File: src/rtl/spike_event_fifo.sv
// spike_event_fifo: timestamps rising edges of a neuron's spike output against
// an enable-gated time-step counter. The timestamps are buffered in a small
// first-word-fall-through FIFO and streamed out over valid/ready. Events that
// arrive while the FIFO is full are dropped and counted.
module spike_event_fifo #(
  parameter int TS_WIDTH  = 8,
  parameter int DEPTH     = 4,
  parameter int CNT_WIDTH = 3
) (
  input  logic                 clk,
  input  logic                 reset_n,
  input  logic                 enable,
  input  logic                 spike_in,
  input  logic                 ts_clear,
  input  logic                 out_ready,
  output logic                 out_valid,
  output logic [TS_WIDTH-1:0]  out_data,
  output logic [CNT_WIDTH-1:0] fill_level,
  output logic                 overflow,
  output logic [7:0]           drop_count
);

  localparam int PTR_W = $clog2(DEPTH);

  // Handshake: a word transfers on a rising clk edge where out_valid and
  // out_ready are both high. out_valid depends only on registered state and
  // never on out_ready; out_data is the head entry and is meaningful only
  // while out_valid is high.

  logic [TS_WIDTH-1:0]  r_ts;
  logic                 r_spike_d;
  logic [PTR_W-1:0]     r_wr_ptr;
  logic [PTR_W-1:0]     r_rd_ptr;
  logic [CNT_WIDTH-1:0] r_count;
  logic                 r_overflow;
  logic [7:0]           r_drop_count;
  logic [TS_WIDTH-1:0]  r_mem [DEPTH];

  logic w_event;
  logic w_pop;
  logic w_full;
  logic w_push;
  logic w_drop;

  // A pop frees a slot in the same cycle, so a full FIFO still accepts an
  // event when the head is being read.
  assign w_event = enable & spike_in & ~r_spike_d;
  assign w_pop   = (r_count != '0) & out_ready;
  assign w_full  = (r_count == CNT_WIDTH'(DEPTH));
  assign w_push  = w_event & (~w_full | w_pop);
  assign w_drop  = w_event & ~w_push;

  assign out_valid  = (r_count != '0);
  assign out_data   = r_mem[r_rd_ptr];
  assign fill_level = r_count;
  assign overflow   = r_overflow;
  assign drop_count = r_drop_count;

  // Spike delay for edge detect (free-running) and the gated time-step counter.
  always_ff @(posedge clk or negedge reset_n) begin
    if (!reset_n) begin
      r_spike_d <= 1'b0;
      r_ts      <= '0;
    end else begin
      r_spike_d <= spike_in;
      if (ts_clear) begin
        r_ts <= '0;
      end else if (enable) begin
        r_ts <= r_ts + TS_WIDTH'(1);
      end
    end
  end

  // Storage write: an event captures the counter value before this edge's update.
  always_ff @(posedge clk or negedge reset_n) begin
    if (!reset_n) begin
      for (int i = 0; i < DEPTH; i++) begin
        r_mem[i] <= '0;
      end
    end else if (w_push) begin
      r_mem[r_wr_ptr] <= r_ts;
    end
  end

  // Pointer and occupancy tracking; pointers wrap naturally since DEPTH is 2^n.
  always_ff @(posedge clk or negedge reset_n) begin
    if (!reset_n) begin
      r_wr_ptr <= '0;
      r_rd_ptr <= '0;
      r_count  <= '0;
    end else begin
      if (w_push) begin
        r_wr_ptr <= r_wr_ptr + PTR_W'(1);
      end
      if (w_pop) begin
        r_rd_ptr <= r_rd_ptr + PTR_W'(1);
      end
      if (w_push && !w_pop) begin
        r_count <= r_count + CNT_WIDTH'(1);
      end else if (w_pop && !w_push) begin
        r_count <= r_count - CNT_WIDTH'(1);
      end
    end
  end

  // Drop bookkeeping: sticky flag and saturating count; a clear beats a drop.
  always_ff @(posedge clk or negedge reset_n) begin
    if (!reset_n) begin
      r_overflow   <= 1'b0;
      r_drop_count <= '0;
    end else if (ts_clear) begin
      r_overflow   <= 1'b0;
      r_drop_count <= '0;
    end else if (w_drop) begin
      r_overflow <= 1'b1;
      if (r_drop_count != 8'hFF) begin
        r_drop_count <= r_drop_count + 8'd1;
      end
    end
  end

endmodule

File: config.mk
export PLATFORM = sky130hd
export DESIGN_NAME = spike_event_fifo
export DESIGN_NICKNAME = d
export VERILOG_FILES = /design/src/rtl/spike_event_fifo.sv
export SDC_FILE = /design/constraint.sdc
export NUM_CORES = 1
export LEC_CHECK = 0
export ABC_CLOCK_PERIOD_IN_PS = 6700
export CAP_MARGIN = 20
export CORE_MARGIN = 4
export CORE_UTILIZATION = 50
export CTS_BUF_LIST = sky130_fd_sc_hd__clkbuf_4 sky130_fd_sc_hd__clkbuf_8 sky130_fd_sc_hd__clkbuf_16
export DETAILED_ROUTE_END_ITERATION = 7
export GPL_TIMING_DRIVEN = 0
export PLACE_DENSITY = 0.72
export SLEW_MARGIN = 20
export SYNTH_ARGS = -nofsm -noshare
export SYNTH_HDL_FRONTEND = slang
export SYNTH_SLANG_ARGS = --single-unit
File: constraint.sdc
create_clock -name clk -period 6.7 [get_ports clk]
set_clock_uncertainty 0.2 [all_clocks]
set_input_delay 1.34 -clock clk [delete_from_list [all_inputs] [get_ports clk]]
set_output_delay 1.34 -clock clk [all_outputs]
set_load 0.02 [all_outputs]
==> key figures, run 1 <==
Clock network
  – Total CTS buffers: 9
  – H-tree lvl count: 3
  – Clock transition at the registers of the reported paths: 0.06 ns
  – Setup bufs post-CTS: 0
  – CTS Hold Bufs: 0
  – Clk_lat worst skew: 0.32 ns
  – CTS Buffer Depth: 2
  – Post-cts resize count: 0
  – Clock Sinks: 57
  – Clock root buffer: clkbuf_8
  – CTS tree: yes

Global route
  – Pin count of the biggest net entering global routing: 58
  – Vias in the first global route: 1618
  – Total GRT Usage: 16.90%
  – Antenna violations before repair: 0
  – GRT overflow: 0
  – Global-route wire length before repair: 7921 um

Critical path
  – CP endpoint kind: output port
  – Reg2reg end: fill_level[1]
  – Worst r2r src: fill_level[0]
  – WP data arrival: 2.10 ns
  – Crit Path Max Fanout: 9
  – Reg2reg path depth: 7
  – WP data required: 5.16 ns
  – Crit start category: flop
  – R2r setup slk: 4.12 ns
  – Critical path class: reg2out

Pwr
  – Peak VDD IR: 0.2165 mV
  – Leakage power: 1.441 nW
  – Power Density: 312.3 nW/um^2
  – Int Power: 0.7053 mW
  – Combinational power share: 25.0%
  – Seq pwr share: 42.7%
  – Clk pwr share: 32.3%
  – Switching Share: 28.50%
  – Overall power: 0.9865 mW
  – Sw Pwr: 0.2812 mW

Yosys
  – Synth Area in Compound Gates: 3.656%
  – Post-Syn Nets: 209
  – Mux cell area share after synthesis: 21.70%
  – Post-synthesis simple-gate area fraction: 9.687%
  – Synth Area in Adders: 4.084%
  – Avg Cell Area, Syn: 13.51 um^2
  – Netlist Area Pre-Place: 2635 um^2
  – Main flop type after synthesis: dfrtp_1
  – Xor/xnor cell area share of the yosys netlist: 4.653%
  – EDFF count, synth: 0
  – Flops & latches, synth: 57
  – Gate Count Post-Synth: 195
  – Synth Warn #: 0
  – Main combinational cell family by area after synthesis: multiplexers
  – Post-synth ARST share: 100.0%
  – Sequential area share after synthesis: 54.13%
  – Synth cell types: 30

Status
  – Status: completed

Floorplanning
  – Io pins: 27
  – DIE WIDTH: 80.60 um
  – Core area: 5107 um^2
  – DIE AREA: 6496 um^2
  – Starting Density: 51.59%
  – Die height: 80.60 um
  – Rows: 26

Timing
  – Unrepaired setup endpoints after global routing: false
  – Period utilization: 54.36%
  – Pin slew with the least headroom to its limit: 0.6986 ns
  – Post-layout min period: 3.642 ns
  – Worst relative slew slack: 53.42%
  – Min Hold Slack: 0.3011 ns
  – Max Slew Vio Count: 0
  – Highest clock rate: 274.6 MHz
  – Fin Setup TNS: 0 ns
  – Final setup violation count: 0
  – Fin. Hold Viols: 0

Layout
  – Commonest non-fill, non-tap cell in the layout: dfrtp_1
  – Layout cells sized above 1: 29.91%
  – Final #Nets: 244
  – Commonest cells after routing, fill and taps aside: dfrtp_1, mux2_2, clkdlybuf4s50_1
  – Register Area: 1426 um^2
  – Area of the multi-input gates: 1154 um^2
  – Layout area overhead: 19.90%
  – Ant. Diodes: 0
  – Filler cells: 440
  – Final core occ: 61.86%

Job
  – Max-cap violations: 0

Placed design
  – DP HPWL: 3051 um
  – GP Congestion: 0.7462
  – IO buf count: 24

Routing
  – DR pass1 iterations: 4
  – Routed Antenna Nets: 0
  – Drt wl/cell: 15.64 um
  – # DRC: 0
  – Vias: 1636
  – Via density: 5.382
  – Starting DRT DRC Count: 60
  – Wirelength, routed: 4755 um

Min path
  – Worst Hold Path Cells: 1
  – Hold endpoint: r_mem[14]
  – Hold/Removal Path Class: reg2reg
  – Min-delay src: r_mem[14]
logic make-up after synthesis:
group / Yosys count
flops: 57
simple gates: 45
mux: 43
compound gates: 15
xor+xnor: 14
buf+inv: 13
fa+ha+maj: 8
through the flow:
step	instances	worst slack (ns)	area, um^2
2_1_floorplan	195	3.409	2635
3_3_place_gp	289	2.285	2963
3_5_place_dp	289	2.800	2960
4_1_cts	304	3.006	3159
5_1_grt	304	2.967	3159
6_report	304	3.058	3159
flip-flops by register name, summed over array words and instances, names as in the netlist:
signal / cells
r_ts: 8
fill_level: 3
overflow: 1
r_mem: 32
r_rd_ptr: 2
r_spike_d: 1
drop_count: 8
r_wr_ptr: 2
synth_stat cells (all sizes together) (2+ instances only):
master   n  area [um^2]
dfrtp   57         1426
mux2    33        371.6
nor2    13        48.80
nand2   10        47.54
mux4     8        180.2
a21oi    7        35.03
ha       7        87.58
xnor2    7        61.31
xor2     7        61.31
inv      5        18.77
nand3    5        25.02
nand4    5        31.28
o21ai    5        25.02
or3      5        35.03
buf      4        21.27
clkbuf   4        15.01
mux2i    2        20.02
o31ai    2        15.01
or4      2        15.01
worst max-delay path by stage:
| stage | start | slack, ns | endpoint | depth (start not counted) |
|---|---|---|---|---|
| after floorplan | enable | 3.41 | fill_level[2] | 10 |
| after global placement | reset_n | 2.28 | drop_count[0] | 1 |
| after detailed placement | out_ready | 2.80 | fill_level[1] | 8 |
| after CTS | r_rd_ptr[1] | 3.01 | out_data[3] | 3 |
| after global routing | r_rd_ptr[1] | 2.97 | out_data[3] | 3 |
| final | r_rd_ptr[1] | 3.06 | out_data[3] | 3 |
per-layer routing:
| layer | global-route usage (%) | routed length (um) |
|---|---|---|
| met1 | 22.61 | 2270 |
| met2 | 25.17 | 2232 |
| met3 | 3.587 | 136 |
| met5 | 0 | 0 |
| met4 | 10.14 | 116 |
power groups by stage:
stage | clock, mW | combinational [mW] | sequential, mW
finish | 0.319 | 0.246 | 0.422
global route | 0.342 | 0.271 | 0.430
CTS | 0.328 | 0.252 | 0.422
detailed placement | 0 | 0.251 | 0.428
global placement | 0 | 0.247 | 0.426
floorplan | 0 | 0.162 | 0.433
final cells by class:
cell class / count / share of cell area, %
Tap cell: 70 / 2.772
Clock buffer: 12 / 5.030
Multi-Input combinational cell: 125 / 36.51
Sequential cell: 57 / 45.15
Buffer: 8 / 1.149
Timing Repair Buffer: 24 / 7.525
Clock inverter: 3 / 1.267
Inverter: 5 / 0.5941
critical path: stages, from the launching register on:
cell and delay (ns):
dfrtp_1 0.32, buf_1 0.49, mux4_2 0.42, clkdlybuf4s50_1 0.56
(Power assumes the default switching activity.)
==> run 2, diff against run 1 <==
ABC_CLOCK_PERIOD_IN_PS = 3000   (was 6700)
PLACE_DENSITY = 0.74   (was 0.72)
clock period = 3 ns   (was 6.7 ns; I/O delays follow)
==> run 2 against run 1 <==
Against the previous run:
- utilization increased by 0.29 points
- global-route usage increased by 0.46 points
- clock power increased by 140%
- critical path depth increased by 5
- via count decreased by 0.55%
- sequential share of layout area decreased by 0.21 points
- final cell count unchanged
- non-clock buffer count decreased by 1
- register-to-register slack got worse by 3.7 ns
- power increased by 130%
- highest routed layer unchanged
==> key figures, run 2 (synthesis results as in run 1) <==
Status
  – Status: completed

Timing
  – Fin. Hold Viols: 0 (unchanged)
  – Min Hold Slack: 0.1262 ns (-0.1749 ns)
  – Highest clock rate: 352.8 MHz
  – Worst relative slew slack: 53.37% (-0.056 points)
  – Post-layout min period: 2.834 ns
  – Post-layout worst setup margin: 0.1658 ns (-2.892 ns)
  – Final setup violation count: 0 (unchanged)
  – Unrepaired setup endpoints after global routing: false
  – Fin Setup TNS: 0 ns (unchanged)
  – Max Slew Vio Count: 0 (unchanged)
  – Period utilization: 94.47%
  – Pin slew with the least headroom to its limit: 0.6995 ns (+0.0008456 ns)

Floorplanning
  – Core area: 5107 um^2 (unchanged)
  – Die height: 80.60 um (unchanged)
  – DIE WIDTH: 80.60 um (unchanged)
  – Rows: 26 (unchanged)
  – Io pins: 27 (unchanged)
  – Starting Density: 51.59% (unchanged)
  – DIE AREA: 6496 um^2 (unchanged)

Clock network
  – CTS Buffer Depth: 2 (unchanged)
  – Clk_lat worst skew: 0.32 ns (about the same)
  – Clock root buffer: clkbuf_8
  – CTS tree: yes
  – Clock transition at the registers of the reported paths: 0.06 ns (about the same)
  – Clock Sinks: 57 (unchanged)
  – CTS Hold Bufs: 0 (unchanged)
  – H-tree lvl count: 3 (unchanged)
  – Total CTS buffers: 9 (unchanged)

Routing
  – Routed Antenna Nets: 0 (unchanged)
  – # DRC: 0 (unchanged)
  – Starting DRT DRC Count: 98 (+63%)
  – DR pass1 iterations: 4 (unchanged)
  – Vias: 1627 (-0.55%)
  – Drt wl/cell: 15.48 um (-1.0%)
  – Wirelength, routed: 4706 um (-1.0%)
  – Via density: 5.352 (-0.55%)

Critical path
  – Worst setup path startpoint: out_ready
  – CP max stage delay: 0.48 ns (-0.08 ns)
  – WP data arrival: 2.85 ns (+0.75 ns)
  – Reg2reg end: fill_level[1]
  – Crit path to: fill_level[1]
  – Reg2reg path depth: 7 (unchanged)
  – CP endpoint kind: flop
  – Crit-path cells: clkdlybuf4s50_1 -> nor4b_4 -> and2b_2 -> buf_4 -> ha_1 -> inv_1 -> fa_1 -> mux2_2
  – R2r setup slk: 0.38 ns (-3.74 ns)
  – Worst r2r src: fill_level[0]
  – Slowest CP cell: clkdlybuf4s50_1
  – WP data required: 3.01 ns (-2.15 ns)
  – Critical path class: in2reg
  – Crit Path Max Fanout: 8 (-1)
  – Crit start category: input port

Layout
  – Layout area overhead: 20.47%
  – Area of the multi-input gates: 1154 um^2 (unchanged)
  – Reg with most FFs: r_mem
  – Final #Nets: 243 (-0.41%)
  – Non-Filler Instances: 304 (unchanged)
  – Max FFs per register: 32 (unchanged)
  – Ant. Diodes: 0 (unchanged)
  – Commonest non-fill, non-tap cell in the layout: dfrtp_1
  – Filler cells: 407 (-7.5%)
  – Layout cells sized above 1: 30.34% (+0.43 points)
  – Commonest cells after routing, fill and taps aside: dfrtp_1, mux2_2, clkdlybuf4s50_1
  – Register Area: 1426 um^2 (unchanged)
  – Final core occ: 62.15% (+0.29 points)
  – Finished Cell Area: 3174 um^2 (+0.48%)

Placed design
  – DP HPWL: 3083 um (+1.0%)
  – IO buf count: 24 (unchanged)
  – GP Congestion: 0.7553 (+1.2%)
  – Dpl cells: 289 (unchanged)
  – Dpl ws: -0.1861 ns (-2.986 ns)
  – Placed Area: 2960 um^2 (unchanged)

Global route
  – Total GRT Usage: 17.36% (+0.46 points)
  – Global-route wire length before repair: 8224 um (+3.8%)
  – GRT overflow: 0 (unchanged)
  – Pin count of the biggest net entering global routing: 58 (unchanged)
  – Vias in the first global route: 1651 (+2.0%)
  – Antenna violations before repair: 0 (unchanged)

Pwr
  – Leakage power: 1.449 nW (+0.51%)
  – Overall power: 2.258 mW (+130%)
  – Peak VDD IR: 0.3383 mV (+56%)
  – Power Density: 711.2 nW/um^2 (+130%)

Job
  – Max-cap violations: 0 (unchanged)

Min path
  – Hold/Removal Path Class: in2async
==> run 2: cell types whose count changed in the layout (fill, tap and decap cells not counted) <==
cell,previous run,this run
buf_1,1,0
buf_2,2,1
clkbuf_4,1,3
clkbuf_8,11,12
clkinv_2,2,1
==> run 2: critical path, delay by kind of cell <==
kind | cells | cell delay (ns)
buffers and inverters | 3 | 0.72
multiplexers | 1 | 0.27
adder cells (fa/ha/maj) | 2 | 0.63
AND/OR/NAND/NOR | 2 | 0.63
==> run 2: repair_timing <==
| item | in CTS | in global routing |
|---|---|---|
| setup buffers | 0 | 0 |
| resized for setup | 0 | 1 |
| endpoints found under the setup margin | 0 | 7 |
==> run 2: power breakdown <==
group          total [mW]  switching (mW)  internal, mW
Sequential          0.973           0.107         0.866
Combinational       0.532           0.250         0.282
Clock               0.753           0.283         0.469
==> run 2: cell type report <==
type | instances | area share, %
Clock inverter | 2 | 1.104
Buffer | 7 | 1.104
Tap cell | 70 | 2.759
Timing Repair Buffer | 24 | 7.489
Clock buffer | 14 | 5.676
Inverter | 5 | 0.5913
Sequential cell | 57 | 44.94
Multi-Input combinational cell | 125 | 36.34
==> run 2: how the worst min path moves through the flow <==
stage,from,to,slack (ns),cells past startpoint
2_1_floorplan,reset_n,drop_count[0],0.10,0
3_3_place_gp,r_mem[4],r_mem[4],0.28,1
3_5_place_dp,r_mem[8],r_mem[8],0.29,1
4_1_cts,reset_n,r_mem[18],0.15,1
5_1_grt,reset_n,r_mem[22],0.18,1
6_report,reset_n,r_mem[23],0.13,1
==> run 2: per-layer routing <==
| metal | track usage [%] | vias up | wire length (um) |
|---|---|---|---|
| li1 | - | 767 | - |
| met1 | 22.46 | 832 | 2214 |
| met2 | 27.24 | 22 | 2308 |
| met3 | 4.484 | 6 | 117 |
| met4 | 8.108 | 0 | 65 |
| met5 | 0 | - | 0 |
==> run 3, diff against run 2 <==
CTS_BUF_LIST = sky130_fd_sc_hd__clkbuf_8   (was sky130_fd_sc_hd__clkbuf_4 sky130_fd_sc_hd__clkbuf_8 sky130_fd_sc_hd__clkbuf_16)
DONT_BUFFER_PORTS = 1   (was unset)
PLACE_DENSITY = 0.68   (was 0.74)
==> run 3 against run 2 <==
Against the previous run:
- die area stayed put
- critical path depth fell by 1
- worst setup slack improved by 0.15 ns
- routed wire length grew 2.3%
- flip-flop and latch count did not move
- sequential share of layout area up 3.5 points
- register-to-register slack lost 0.07 ns
- global-route usage increased by 0.26 points
- worst hold slack got worse by 0.022 ns
- maximum frequency is 5.6% higher
- critical endpoint unchanged
- largest cell class unchanged
==> key figures, run 3 (synthesis results as in run 1) <==
Status
  – Status: completed

Timing
  – Pin slew with the least headroom to its limit: 0.6230 ns (-0.07647 ns)
  – Max Slew Vio Count: 0 (unchanged)
  – Unrepaired setup endpoints after global routing: false
  – Post-layout min period: 2.685 ns (-0.1491 ns)
  – Period utilization: 89.50% (-5.0 points)
  – Worst relative slew slack: 58.47% (+5.1 points)
  – Final setup violation count: 0 (unchanged)
  – Highest clock rate: 372.4 MHz (+5.6%)
  – Fin Setup TNS: 0 ns (unchanged)
  – Min Hold Slack: 0.1039 ns (-0.02229 ns)
  – Fin. Hold Viols: 0 (unchanged)

Floorplanning
  – DIE WIDTH: 80.60 um (unchanged)
  – Die height: 80.60 um (unchanged)
  – Core area: 5107 um^2 (unchanged)
  – DIE AREA: 6496 um^2 (unchanged)
  – Rows: 26 (unchanged)
  – Starting Density: 51.59% (unchanged)
  – Io pins: 27 (unchanged)

Layout
  – Non-Filler Instances: 281 (-7.6%)
  – Max FFs per register: 32 (unchanged)
  – Final #Nets: 222 (-8.6%)
  – Finished Cell Area: 2943 um^2 (-7.3%)
  – Ant. Diodes: 0 (unchanged)
  – Layout cells sized above 1: 32.70% (+2.4 points)
  – Commonest non-fill, non-tap cell in the layout: dfrtp_1
  – Commonest cells after routing, fill and taps aside: dfrtp_1, mux2_2, nor2_1
  – Layout area overhead: 11.68%
  – Reg with most FFs: r_mem

Placed design
  – GP Congestion: 0.7736 (+2.4%)
  – DP HPWL: 3384 um (+9.8%)
  – IO buf count: 0 (-100%)
  – Dpl cells: 265 (-8.3%)
  – Placed Area: 2723 um^2 (-8.0%)

Critical path
  – CP endpoint kind: flop
  – Crit Path Max Fanout: 8 (unchanged)
  – WP data arrival: 2.70 ns (-0.15 ns)
  – Crit-path cells: nor4b_4 -> and2b_2 -> buf_4 -> ha_1 -> inv_1 -> fa_1 -> mux2_2
  – WP data required: 3.01 ns (about the same)
  – Critical path class: reg2reg
  – CP max stage delay: 0.53 ns (+0.05 ns)
  – Crit start category: flop
  – Slowest CP cell: dfrtp_1

Clock network
  – Post-cts resize count: 0 (unchanged)
  – CTS Buffer Depth: 2 (unchanged)
  – Clock root buffer: clkbuf_8
  – Total CTS buffers: 9 (unchanged)
  – Clock transition at the registers of the reported paths: 0.06 ns (about the same)
  – Clock Sinks: 57 (unchanged)
  – Clk_lat worst skew: 0.33 ns (about the same)
  – H-tree lvl count: 3 (unchanged)
  – CTS tree: yes

Pwr
  – Power Density: 711.6 nW/um^2 (about the same)
  – Int Power: 1.471 mW (-9.0%)
  – Leakage power: 1.364 nW (-5.9%)
  – Combinational power share: 21.4% (-2.2 points)
  – Clk pwr share: 32.2% (-1.1 points)
  – Switching Share: 29.77% (+1.4 points)
  – Sw Pwr: 0.6235 mW (-2.7%)
  – Peak VDD IR: 0.4034 mV (+19%)
  – Seq pwr share: 46.4% (+3.3 points)

Global route
  – GRT overflow: 0 (unchanged)
  – Pin count of the biggest net entering global routing: 58 (unchanged)
  – Vias in the first global route: 1679 (+1.7%)
  – Global-route wire length before repair: 8231 um (about the same)
  – Total GRT Usage: 17.61% (+0.26 points)
  – Antenna violations before repair: 0 (unchanged)

Job
  – Max-cap violations: 0 (unchanged)

Routing
  – Vias: 1529 (-6.0%)
  – Wirelength, routed: 4813 um (+2.3%)
  – Routed Antenna Nets: 0 (unchanged)
  – Starting DRT DRC Count: 72 (-27%)
  – Via density: 5.441 (+1.7%)
  – DR pass1 iterations: 4 (unchanged)
  – # DRC: 0 (unchanged)
  – Drt wl/cell: 17.13 um (+11%)

Min path
  – Hold/Removal Path Class: in2reg
==> run 3: cell count changes in the layout (fill, tap and decap cells not counted), moves of 2 or more <==
cell             previous run  this run
clkinv_2                    1         3
clkbuf_8                   12        10
clkdlybuf4s50_1            23         0
clkbuf_4                    3         0
==> run 3: layout make-up <==
cell class                      instances  area, um^2
Multi-Input combinational cell        125        1154
Sequential cell                        57        1426
Clock inverter                          4       45.04
Timing Repair Buffer                    2       37.54
Clock buffer                           10       137.6
Inverter                                5       18.77
Tap cell                               70       87.58
Fill cell                             432        2165
Buffer                                  8       36.28
==> run 3: worst max-delay path: cells and delay by family, from the launching register on <==
family        cells  cell delay, ns
fa+ha+maj         2            0.62
buf+inv           2            0.24
flops             1            0.53
mux               1            0.27
simple gates      2            0.72
==> run 3: routing by layer <==
layer	track usage [%]	share of wire, %
met3	7.399	6.0
met4	6.588	1.2
met2	29.80	53
met1	19.71	40
met5	0	0
==> run 3: through the flow <==
stage               worst slack [ns]  util [%]  total power [mW]
floorplan                     0.4482         -             1.328
global placement              0.3310     53.31             1.389
detailed placement            0.2976     53.31             1.428
CTS                           0.2903     57.62             2.126
global route                  0.1927     57.62             2.216
finish                        0.3149     57.62             2.094
==> run 3: worst paths after layout <==
path                       cells past startpoint  slack, ns             to          start
max                                            7       0.31  fill_level[1]  fill_level[0]
min                                            0       0.10      r_spike_d       spike_in
max reg2reg                                    7       0.31  fill_level[1]  fill_level[0]
min reg2reg                                    1       0.30      r_mem[11]      r_mem[11]
max in group asynchronous                      2       1.76      r_spike_d        reset_n
min in group asynchronous                      2       0.59       r_mem[6]        reset_n
==> run 3: power groups by stage <==
stage / clock, mW / sequential (mW) / combinational (mW)
after floorplan: 0 / 0.967 / 0.361
after global placement: 0 / 0.978 / 0.411
after detailed placement: 0 / 0.988 / 0.440
after CTS: 0.691 / 0.973 / 0.462
after global routing: 0.733 / 0.987 / 0.495
final: 0.675 / 0.971 / 0.449
==> run 3: what timing repair did <==
| action | 4_1_cts | 5_1_grt |
|---|---|---|
| hold buffers | 2 | 0 |
| endpoints found under the hold margin | 57 | 0 |
| setup buffers | 0 | 0 |
